--- src/rtl/match_event_counter_pkg.sv ---
// match_evt_pkg: shared types and default sizing for match_event_counter.
package match_evt_pkg;

  localparam int CNT_W_DEF   = 8;
  localparam int WIN_LEN_DEF = 16;

  typedef enum logic [1:0] {
    S_IDLE  = 2'd0,
    S_RUN   = 2'd1,
    S_FLUSH = 2'd2
  } state_t;

endpackage

--- src/rtl/match_event_counter_if.sv ---
// match_event_counter_if: report channel (valid/ready plus payload).
// master = counter side driving the report, slave = consumer side.
import match_evt_pkg::*;

interface match_event_counter_if #(
  parameter int CNT_W = CNT_W_DEF
);
  logic             rep_valid;
  logic             rep_ready;
  logic [CNT_W-1:0] rep_count;
  logic             rep_sat;
  logic             rep_partial;

  modport master (
    output rep_valid, rep_count, rep_sat, rep_partial,
    input  rep_ready
  );

  modport slave (
    input  rep_valid, rep_count, rep_sat, rep_partial,
    output rep_ready
  );
endinterface

--- src/rtl/match_event_counter_rise_edge_det.sv ---
// rise_edge_det: registers the previous input level and flags 0->1 steps.
// The previous value is tracked every cycle regardless of the caller's state.
module rise_edge_det (
  input  logic clk,
  input  logic rst,
  input  logic d,
  output logic rise
);
  logic prev;

  // previous-cycle level, cleared by reset so a high first sample is an edge
  always_ff @(posedge clk) begin
    if (rst) prev <= 1'b0;
    else     prev <= d;
  end

  assign rise = d & ~prev;
endmodule

--- src/rtl/match_event_counter.sv ---
// match_event_counter: counts rising edges of det_in per WIN_LEN-cycle window
// and hands each window's count out on a registered valid/ready channel.
// Optional feature: define MATCH_EVT_DROP_CNT_EN to add the drop_cnt output,
// which counts reports discarded because the previous one was still pending.
import match_evt_pkg::*;

module match_event_counter #(
  parameter int CNT_W   = CNT_W_DEF,
  parameter int WIN_LEN = WIN_LEN_DEF
) (
  input  logic clk,
  input  logic rst,
  input  logic det_in,
  input  logic en,
  match_event_counter_if.master rep
`ifdef MATCH_EVT_DROP_CNT_EN
  ,
  output logic [7:0] drop_cnt
`endif
);

  localparam int WIN_W = (WIN_LEN > 2) ? $clog2(WIN_LEN) : 1;
  localparam logic [WIN_W-1:0] WIN_LAST = WIN_W'(WIN_LEN - 1);
  localparam logic [CNT_W-1:0] ACC_MAX  = '1;

  state_t           state;
  logic [CNT_W-1:0] acc;
  logic [WIN_W-1:0] win;
  logic             sat;
  logic             evt;

  logic [CNT_W-1:0] acc_add;
  logic             sat_add;
  logic             rpt_fire;
  logic [CNT_W-1:0] rpt_count;
  logic             rpt_sat;
  logic             rpt_partial;
  logic             rpt_hold;

  rise_edge_det u_det (
    .clk  (clk),
    .rst  (rst),
    .d    (det_in),
    .rise (evt)
  );

  // accumulator next value: saturate at all-ones and latch the overflow flag
  always_comb begin
    acc_add = acc;
    sat_add = sat;
    if (evt) begin
      if (acc == ACC_MAX) sat_add = 1'b1;
      else                acc_add = acc + 1'b1;
    end
  end

  // report request: full window closes in RUN, partial one drains in FLUSH
  always_comb begin
    rpt_fire    = 1'b0;
    rpt_count   = acc_add;
    rpt_sat     = sat_add;
    rpt_partial = 1'b0;
    case (state)
      S_RUN: begin
        if (en && (win == WIN_LAST)) rpt_fire = 1'b1;
      end
      S_FLUSH: begin
        rpt_count   = acc;
        rpt_sat     = sat;
        rpt_partial = 1'b1;
        // an empty window that never advanced has nothing to report
        rpt_fire    = (win != '0) || (acc != '0);
      end
      default: ;
    endcase
  end

  // a pending, unaccepted report blocks any new one on this edge
  assign rpt_hold = rep.rep_valid & ~rep.rep_ready;

  // window FSM: accumulator, window counter and saturation flag
  always_ff @(posedge clk) begin
    if (rst) begin
      state <= S_IDLE;
      acc   <= '0;
      win   <= '0;
      sat   <= 1'b0;
    end else begin
      case (state)
        S_IDLE: begin
          acc <= '0;
          win <= '0;
          sat <= 1'b0;
          if (en) state <= S_RUN;
        end
        S_RUN: begin
          if (!en) begin
            // this cycle's event is dropped; window state kept for the flush
            state <= S_FLUSH;
          end else if (win == WIN_LAST) begin
            // window closes, next cycle is window cycle 0 with no gap
            acc <= '0;
            win <= '0;
            sat <= 1'b0;
          end else begin
            acc <= acc_add;
            sat <= sat_add;
            win <= win + 1'b1;
          end
        end
        S_FLUSH: begin
          acc   <= '0;
          win   <= '0;
          sat   <= 1'b0;
          state <= en ? S_RUN : S_IDLE;
        end
        default: state <= S_IDLE;
      endcase
    end
  end

  // report register: load when free or being accepted, drop when blocked
  always_ff @(posedge clk) begin
    if (rst) begin
      rep.rep_valid   <= 1'b0;
      rep.rep_count   <= '0;
      rep.rep_sat     <= 1'b0;
      rep.rep_partial <= 1'b0;
    end else if (rpt_fire && !rpt_hold) begin
      rep.rep_valid   <= 1'b1;
      rep.rep_count   <= rpt_count;
      rep.rep_sat     <= rpt_sat;
      rep.rep_partial <= rpt_partial;
    end else if (rep.rep_valid && rep.rep_ready) begin
      rep.rep_valid   <= 1'b0;
    end
  end

`ifdef MATCH_EVT_DROP_CNT_EN
  // count discarded reports, sticking at 255
  always_ff @(posedge clk) begin
    if (rst)                                      drop_cnt <= 8'd0;
    else if (rpt_fire && rpt_hold && drop_cnt != 8'hFF) drop_cnt <= drop_cnt + 8'd1;
  end
`endif

endmodule
--- src/flat_wrapper.sv ---
// flat-port wrapper written by rule: the top's interface ports become plain ports
module match_event_counter_flat 
#(
  parameter int CNT_W   = CNT_W_DEF,
  parameter int WIN_LEN = WIN_LEN_DEF
)
  (clk, rst, det_in, en, rep_rep_valid, rep_rep_count, rep_rep_sat, rep_rep_partial, rep_rep_ready);
  match_event_counter_if #(.CNT_W(CNT_W)) rep_i ();
  input  logic clk;
  input  logic rst;
  input  logic det_in;
  input  logic en;
  output wire logic [$bits(rep_i.rep_valid)-1:0] rep_rep_valid;
  output wire logic [$bits(rep_i.rep_count)-1:0] rep_rep_count;
  output wire logic [$bits(rep_i.rep_sat)-1:0] rep_rep_sat;
  output wire logic [$bits(rep_i.rep_partial)-1:0] rep_rep_partial;
  input wire logic [$bits(rep_i.rep_ready)-1:0] rep_rep_ready;
  assign rep_rep_valid = rep_i.rep_valid;
  assign rep_rep_count = rep_i.rep_count;
  assign rep_rep_sat = rep_i.rep_sat;
  assign rep_rep_partial = rep_i.rep_partial;
  assign rep_i.rep_ready = rep_rep_ready;
  match_event_counter #(.CNT_W(CNT_W), .WIN_LEN(WIN_LEN)) u_core (.clk(clk), .rst(rst), .det_in(det_in), .en(en), .rep(rep_i));
endmodule
--- config.mk ---
export PLATFORM = sky130hd
export DESIGN_NAME = match_event_counter_flat
export DESIGN_NICKNAME = d
export VERILOG_FILES = /design/src/rtl/match_event_counter_pkg.sv /design/src/rtl/match_event_counter_if.sv /design/src/rtl/match_event_counter_rise_edge_det.sv /design/src/rtl/match_event_counter.sv /design/src/flat_wrapper.sv
export SDC_FILE = /design/constraint.sdc
export NUM_CORES = 1
export LEC_CHECK = 0
export CORE_MARGIN = 4
export CORE_UTILIZATION = 58
export DETAILED_ROUTE_END_ITERATION = 8
export GPL_TIMING_DRIVEN = 0
export PLACE_DENSITY = 0.81
export SYNTH_ARGS = -nofsm -noshare
export SYNTH_HDL_FRONTEND = slang
export SYNTH_SLANG_ARGS = --single-unit
--- constraint.sdc ---
create_clock -name clk -period 3 [get_ports clk]
set_input_delay 0.45 -clock clk [delete_from_list [all_inputs] [get_ports clk]]
set_output_delay 0.45 -clock clk [all_outputs]
set_load 0.005 [all_outputs]
## Word level (Yosys, flattened, before mapping)

Index checks and enable logic that the tools add are counted.

| operators by class | value |
|---|---|
| add/sub/neg operators | 2 |
| eq/ne operators | 7 |
| muxes and demuxes | 24 |
| bitwise logic cells | 4 |
| reduce and logical (&&, ||, !) cells | 13 |

Operator list:

| operator | number |
|---|---|
| 8-bit two-way mux | 5 |
| 8-bit one-hot mux with 2 select lines | 1 |
| 1-bit two-way mux | 10 |
| 8-bit by 1-bit adder with 8-bit output, second input constant | 1 |
| 8-bit == test, second input constant | 1 |
| 4-bit two-way mux | 2 |
| 4-bit one-hot mux with 2 select lines | 1 |
| 8-bit nonzero test | 1 |
| 2-bit inequality test, second input constant | 3 |
| 2-bit one-hot mux with 3 select lines | 1 |
| 4-bit by 1-bit adder with 4-bit output, second input constant | 1 |
| 4-bit == test, second input constant | 1 |
| 2-bit two-way mux | 2 |
| 1-bit one-hot mux with 2 select lines | 2 |
| 2-bit AND reduction | 2 |
| 2-bit nonzero test | 2 |
| 4-bit nonzero test | 1 |
| 1-bit logical AND | 3 |
| 1-bit AND | 2 |
| 2-bit by 1-bit == test with 1-bit output, second input constant | 1 |
| 2-bit == test, second input constant | 1 |
| 2-bit logical NOT | 1 |
| 1-bit inverter | 2 |
| 2-bit OR reduction | 1 |
| other kinds (2) | 2 |

| word-level totals | value |
|---|---|
| register bits | 27 |
| word-level logic and storage cells | 59 |

## Longest topological paths before layout

| depth | value |
|---|---|
| depth in word-level cells | 6 |
| depth in mapped cells | 9 |
| mapped depth without buffers | 6 |

## Cells and area by module

A second synthesis with hierarchy kept.

| unflattened totals | value |
|---|---|
| cell total of the unflattened synthesis | 213 |
| area, all modules | 1752.9 um^2 |

Modules (own cells, without submodules):

| module | times used | cells each | area each (um^2) | seq. area each (um^2) |
|---|---|---|---|---|
| match_event_counter | 1 | 210 | 1705.4 | 520.5 |
| rise_edge_det | 1 | 3 | 47.5 | 20.0 |

## Worst setup path after synthesis

No wires, ideal clock.

| path | value |
|---|---|
| path kind | register to register |
| start point | register u_core.state[0] |
| end point | register u_core.rep.rep_count[0] |
| setup time | 141 ps |
| data arrival time | 1828 ps |
| data required time | 2859 ps |
| path slack | 1030 ps |
| cell stages (with the launch flop) | 8 |
| clock period less this slack | 1970 ps |
| path through | dfxtp_1 -> inv_1 -> ha_1 -> nor3b_1 -> buf_2 -> o32ai_1 -> a2111oi_0 -> a211oi_2 |

| between the ends | value |
|---|---|
| longest elaborated chain between the ends | 3 |

RTL lines:

| what | RTL line | text |
|---|---|---|
| start: declaration | match_event_counter.sv:26 | `state_t state;` |
| start signal: assignment | match_event_counter.sv:115 | `state <= en ? S_RUN : S_IDLE;` |
| 2-bit == test or 2-bit by 1-bit == test with 1-bit output (tied branches) | match_event_counter.sv:63 | `case (state)` |
| 1-bit one-hot mux with 2 select lines | match_event_counter.sv:63 |  |
| 1-bit logical AND | match_event_counter.sv:129 | `end else if (rpt_fire && !rpt_hold) begin` |
| end signal: assignment | match_event_counter.sv:131 | `rep.rep_count <= rpt_count;` |
| end: declaration | match_event_counter_if.sv:15 | `output rep_valid, rep_count, rep_sat, rep_partial,` |

Parallel ways exist; a longest one is shown, timed or not.
A chain may end at the register's enable or synchronous reset.

## Worst setup path after layout

Ends and elaborated chain as after synthesis.

==> run metrics <==
fraction of layout cells with a size suffix above 1=11.3%; initial antenna violation count=0; status=complete, no violations; Synth Area in XOR/XNOR=1.02%; FF/Latch Area=541 um2; DP Area=1900 um2; # DRC=0; CTS hold repair buffers=0; relative slew slack=54.4%; total number of H-tree levels=1; First DRT Iteration DRCs=111; PwrDens=315 nW/um2; # nets final=235; critical path class=reg2reg; largest net degree at the start of global routing=15; crit path from=u_core.state[0]$_SDFFE_PP0P_; Setup TNS=0 ns; crit start category=flip-flop; Hold Vio Cnt, Final=0; drt pass-1 iters=4; clk_skew=0.0105 ns; Detailed Place HPWL=3070 um; first-pass GRT wire length=7070 um; Filler cells=246; max cap viols=0; post-route cell area=1920 um2; Worst-Margin Slew=0.666 ns; Pins Over Slew Limit=0; maximum VDD drop=0.000253 V; area share of and/or/nand/nor cells after synthesis=23.7%; Setup-failing EPs final=0; critical path peak fanout=10; grt ovf=0; number of CTS-inserted buffers=3; Synth Flop Type=dfxtp_1; die height=62.4 um; Synth async-reset ratio=0%; Tcrit/Tclk final=83.9%; reg2reg setup slack=0.48 ns; clock-pin transition on the worst setup and hold timing paths=0.15 ns; Post-Syn Nets=216; Total GRT Usage=21.4%; Hold/Removal Path Class=reg2reg; Port Buf Inserts=14; worst endpoint data arrival time=2.73 ns; CP endpoint kind=flip-flop; CTS tree=done; RSZ-0062 raised after global routing=no; Post-CTS Setup Bufs=0; clock sink total=27; reg2reg end=u_core.rep.rep_count[0]$_SDFFE_PP0P_; post-synth cell types=54; # IOs=16; area taken by multi-input logic gates=1060 um2; post-CTS sizing=0; CP Capture Point=u_core.rep.rep_count[0]$_SDFFE_PP0P_; Final Wtd Congestion=0.911; Synth Cell Area=1720 um2; Via-to-Cell Ratio=6.60; Via Count=1662; #FFs+latches synth=27; die area=3890 um2; reg2reg path depth=7; worst skew pair latency=0.33 ns; Max clock buf depth=2; main combinational cell family by area after synthesis=compound AO/OA/AOI/OAI gates; Synth Area per Inst=8.46 um2; mux cell area share after synthesis=4.74%; Post-Synthesis Cells=203; CORE AREA=2780 um2; die width=62.4 um; ANT nets after route=0; ANT cells=0; Syn-to-layout area delta=12.0%; power consumption=0.000606 W; row cnt=19; origin of the critical flop-to-flop path=u_core.state[0]$_SDFFE_PP0P_; Compound-Gate Fraction of Synth Area=26.7%; post-layout min period=2.52 ns; register area share after synthesis=31.5%; P_leak=0.674 nW; Post-synth EDFFs=0; vias in the first global route=1463; Yosys Warn Count=0; Req. time, crit path=3.21 ns; root buffer cell=clkbuf_4; Routed WL per cell=16.8 um; Starting Density=61.7%; Synth Area in Adders=5.83%; fmax=397 MHz; Post-Route WL=4240 um
worst max-delay path, stage by stage, from the launching register on:
cell	delay, ns
dfxtp_1	0.44
inv_1	0.09
ha_1	0.32
nor3b_1	0.45
buf_2	0.30
o32ai_1	0.13
a2111oi_0	0.59
a211oi_2	0.09
per-stage QoR:
stage	std cells	hold WS, ns	utilization [%]	setup slack (ns)
floorplan	203	0.451	-	1.03
CTS	252	0.472	69.1	0.613
global placement	248	0.443	68.2	0.497
detailed placement	248	0.454	68.2	0.500
global route	252	0.489	69.1	0.368
finish	252	0.472	69.1	0.483
synth_stat cells (3+ instances only):
cell type  number  share of area [%]
o211ai_1        5                2.2
o21ai_0         6                1.7
a21o_1          5                2.2
or2_2           3                1.1
mux2i_1         7                4.1
nand2b_1        4                1.5
clkbuf_1        7                1.5
or4_1           5                2.2
nand4_1         3                1.1
nor2_1         10                2.2
nor3_1          3               0.87
a31oi_1         7                2.6
ha_1            8                5.8
nand3_1         8                2.3
dfxtp_1        27                 31
nand2_1        21                4.6
inv_1          10                2.2
buf_2           5                1.5
a21oi_1        11                3.2
nor2b_1         3                1.1
cells in the final DEF, fill, tap and decap left out, types with 3 or more instances in the layout:
| cell | Yosys | layout |
|---|---|---|
| nor2_1 | 10 | 10 |
| dfxtp_1 | 27 | 27 |
| clkdlybuf4s50_1 | 0 | 14 |
| o21ai_0 | 6 | 6 |
| nor3_1 | 3 | 3 |
| a21oi_1 | 11 | 11 |
| buf_2 | 5 | 5 |
| a31oi_1 | 7 | 7 |
| ha_1 | 8 | 8 |
| nand4_1 | 3 | 3 |
| clkbuf_4 | 0 | 3 |
| or2_2 | 3 | 3 |
| o211ai_1 | 5 | 5 |
| inv_1 | 10 | 10 |
| nand3_1 | 8 | 8 |
| nor2b_1 | 3 | 3 |
| nand2_1 | 21 | 21 |
| clkbuf_1 | 7 | 8 |
| or4_1 | 5 | 5 |
| mux2i_1 | 7 | 7 |
| a21o_1 | 5 | 5 |
| nand2b_1 | 4 | 4 |
routing by layer:
layer | GRT usage (%) | vias to the layer above | routed length (um) | part of all wire (%)
li1 | - | 804 | - | -
met1 | 30.1 | 796 | 1960 | 46
met4 | 4.24 | 0 | 27 | 0.64
met3 | 3.06 | 4 | 260 | 6.1
met5 | 0 | - | 0 | 0
met2 | 34.7 | 58 | 1990 | 47
how the worst min path moves through the flow:
stage / from / to / cells after the start
2_1_floorplan: u_core.rep.rep_count[4]$_SDFFE_PP0P_ / u_core.rep.rep_count[4]$_SDFFE_PP0P_ / 2
4_1_cts: u_core.rep.rep_count[4]$_SDFFE_PP0P_ / u_core.rep.rep_count[4]$_SDFFE_PP0P_ / 2
3_5_place_dp: u_core.rep.rep_count[4]$_SDFFE_PP0P_ / u_core.rep.rep_count[4]$_SDFFE_PP0P_ / 2
6_report: u_core.rep.rep_count[7]$_SDFFE_PP0P_ / u_core.rep.rep_count[7]$_SDFFE_PP0P_ / 2
5_1_grt: u_core.rep.rep_count[4]$_SDFFE_PP0P_ / u_core.rep.rep_count[4]$_SDFFE_PP0P_ / 2
3_3_place_gp: u_core.rep.rep_count[4]$_SDFFE_PP0P_ / u_core.rep.rep_count[4]$_SDFFE_PP0P_ / 2
logic make-up after synthesis:
family / count (synthesis)
compound gates: 60
xor+xnor: 2
fa+ha+maj: 8
buf+inv: 24
flops: 27
mux: 8
simple gates: 74
final cells by class:
type	count	area share [%]
clock buffers	4	1.37
flip-flops and latches	27	28.1
well taps	31	2.02
repair buffers	14	7.29
multi-input cells	152	55.4
inverters	10	1.95
plain buffers	14	3.84
state kept, by name (all words and copies together), names as in the netlist:
signal and cells:
u_core.acc 8, u_core.rep.rep_count 8, u_core.win 4, u_core.state 2, u_core.rep.rep_partial 1, u_core.rep.rep_sat 1, u_core.rep.rep_valid 1, u_core.sat 1
u_core.u_det.prev 1
report_power, final:
group	switching, W	internal [W]	total (W)
clock	0.000111	0.0000522	0.000164
sequential	0.00000292	0.000361	0.000364
combinational	0.0000518	0.0000267	0.0000784
Note: power is estimated with default switching activity, not from simulation.
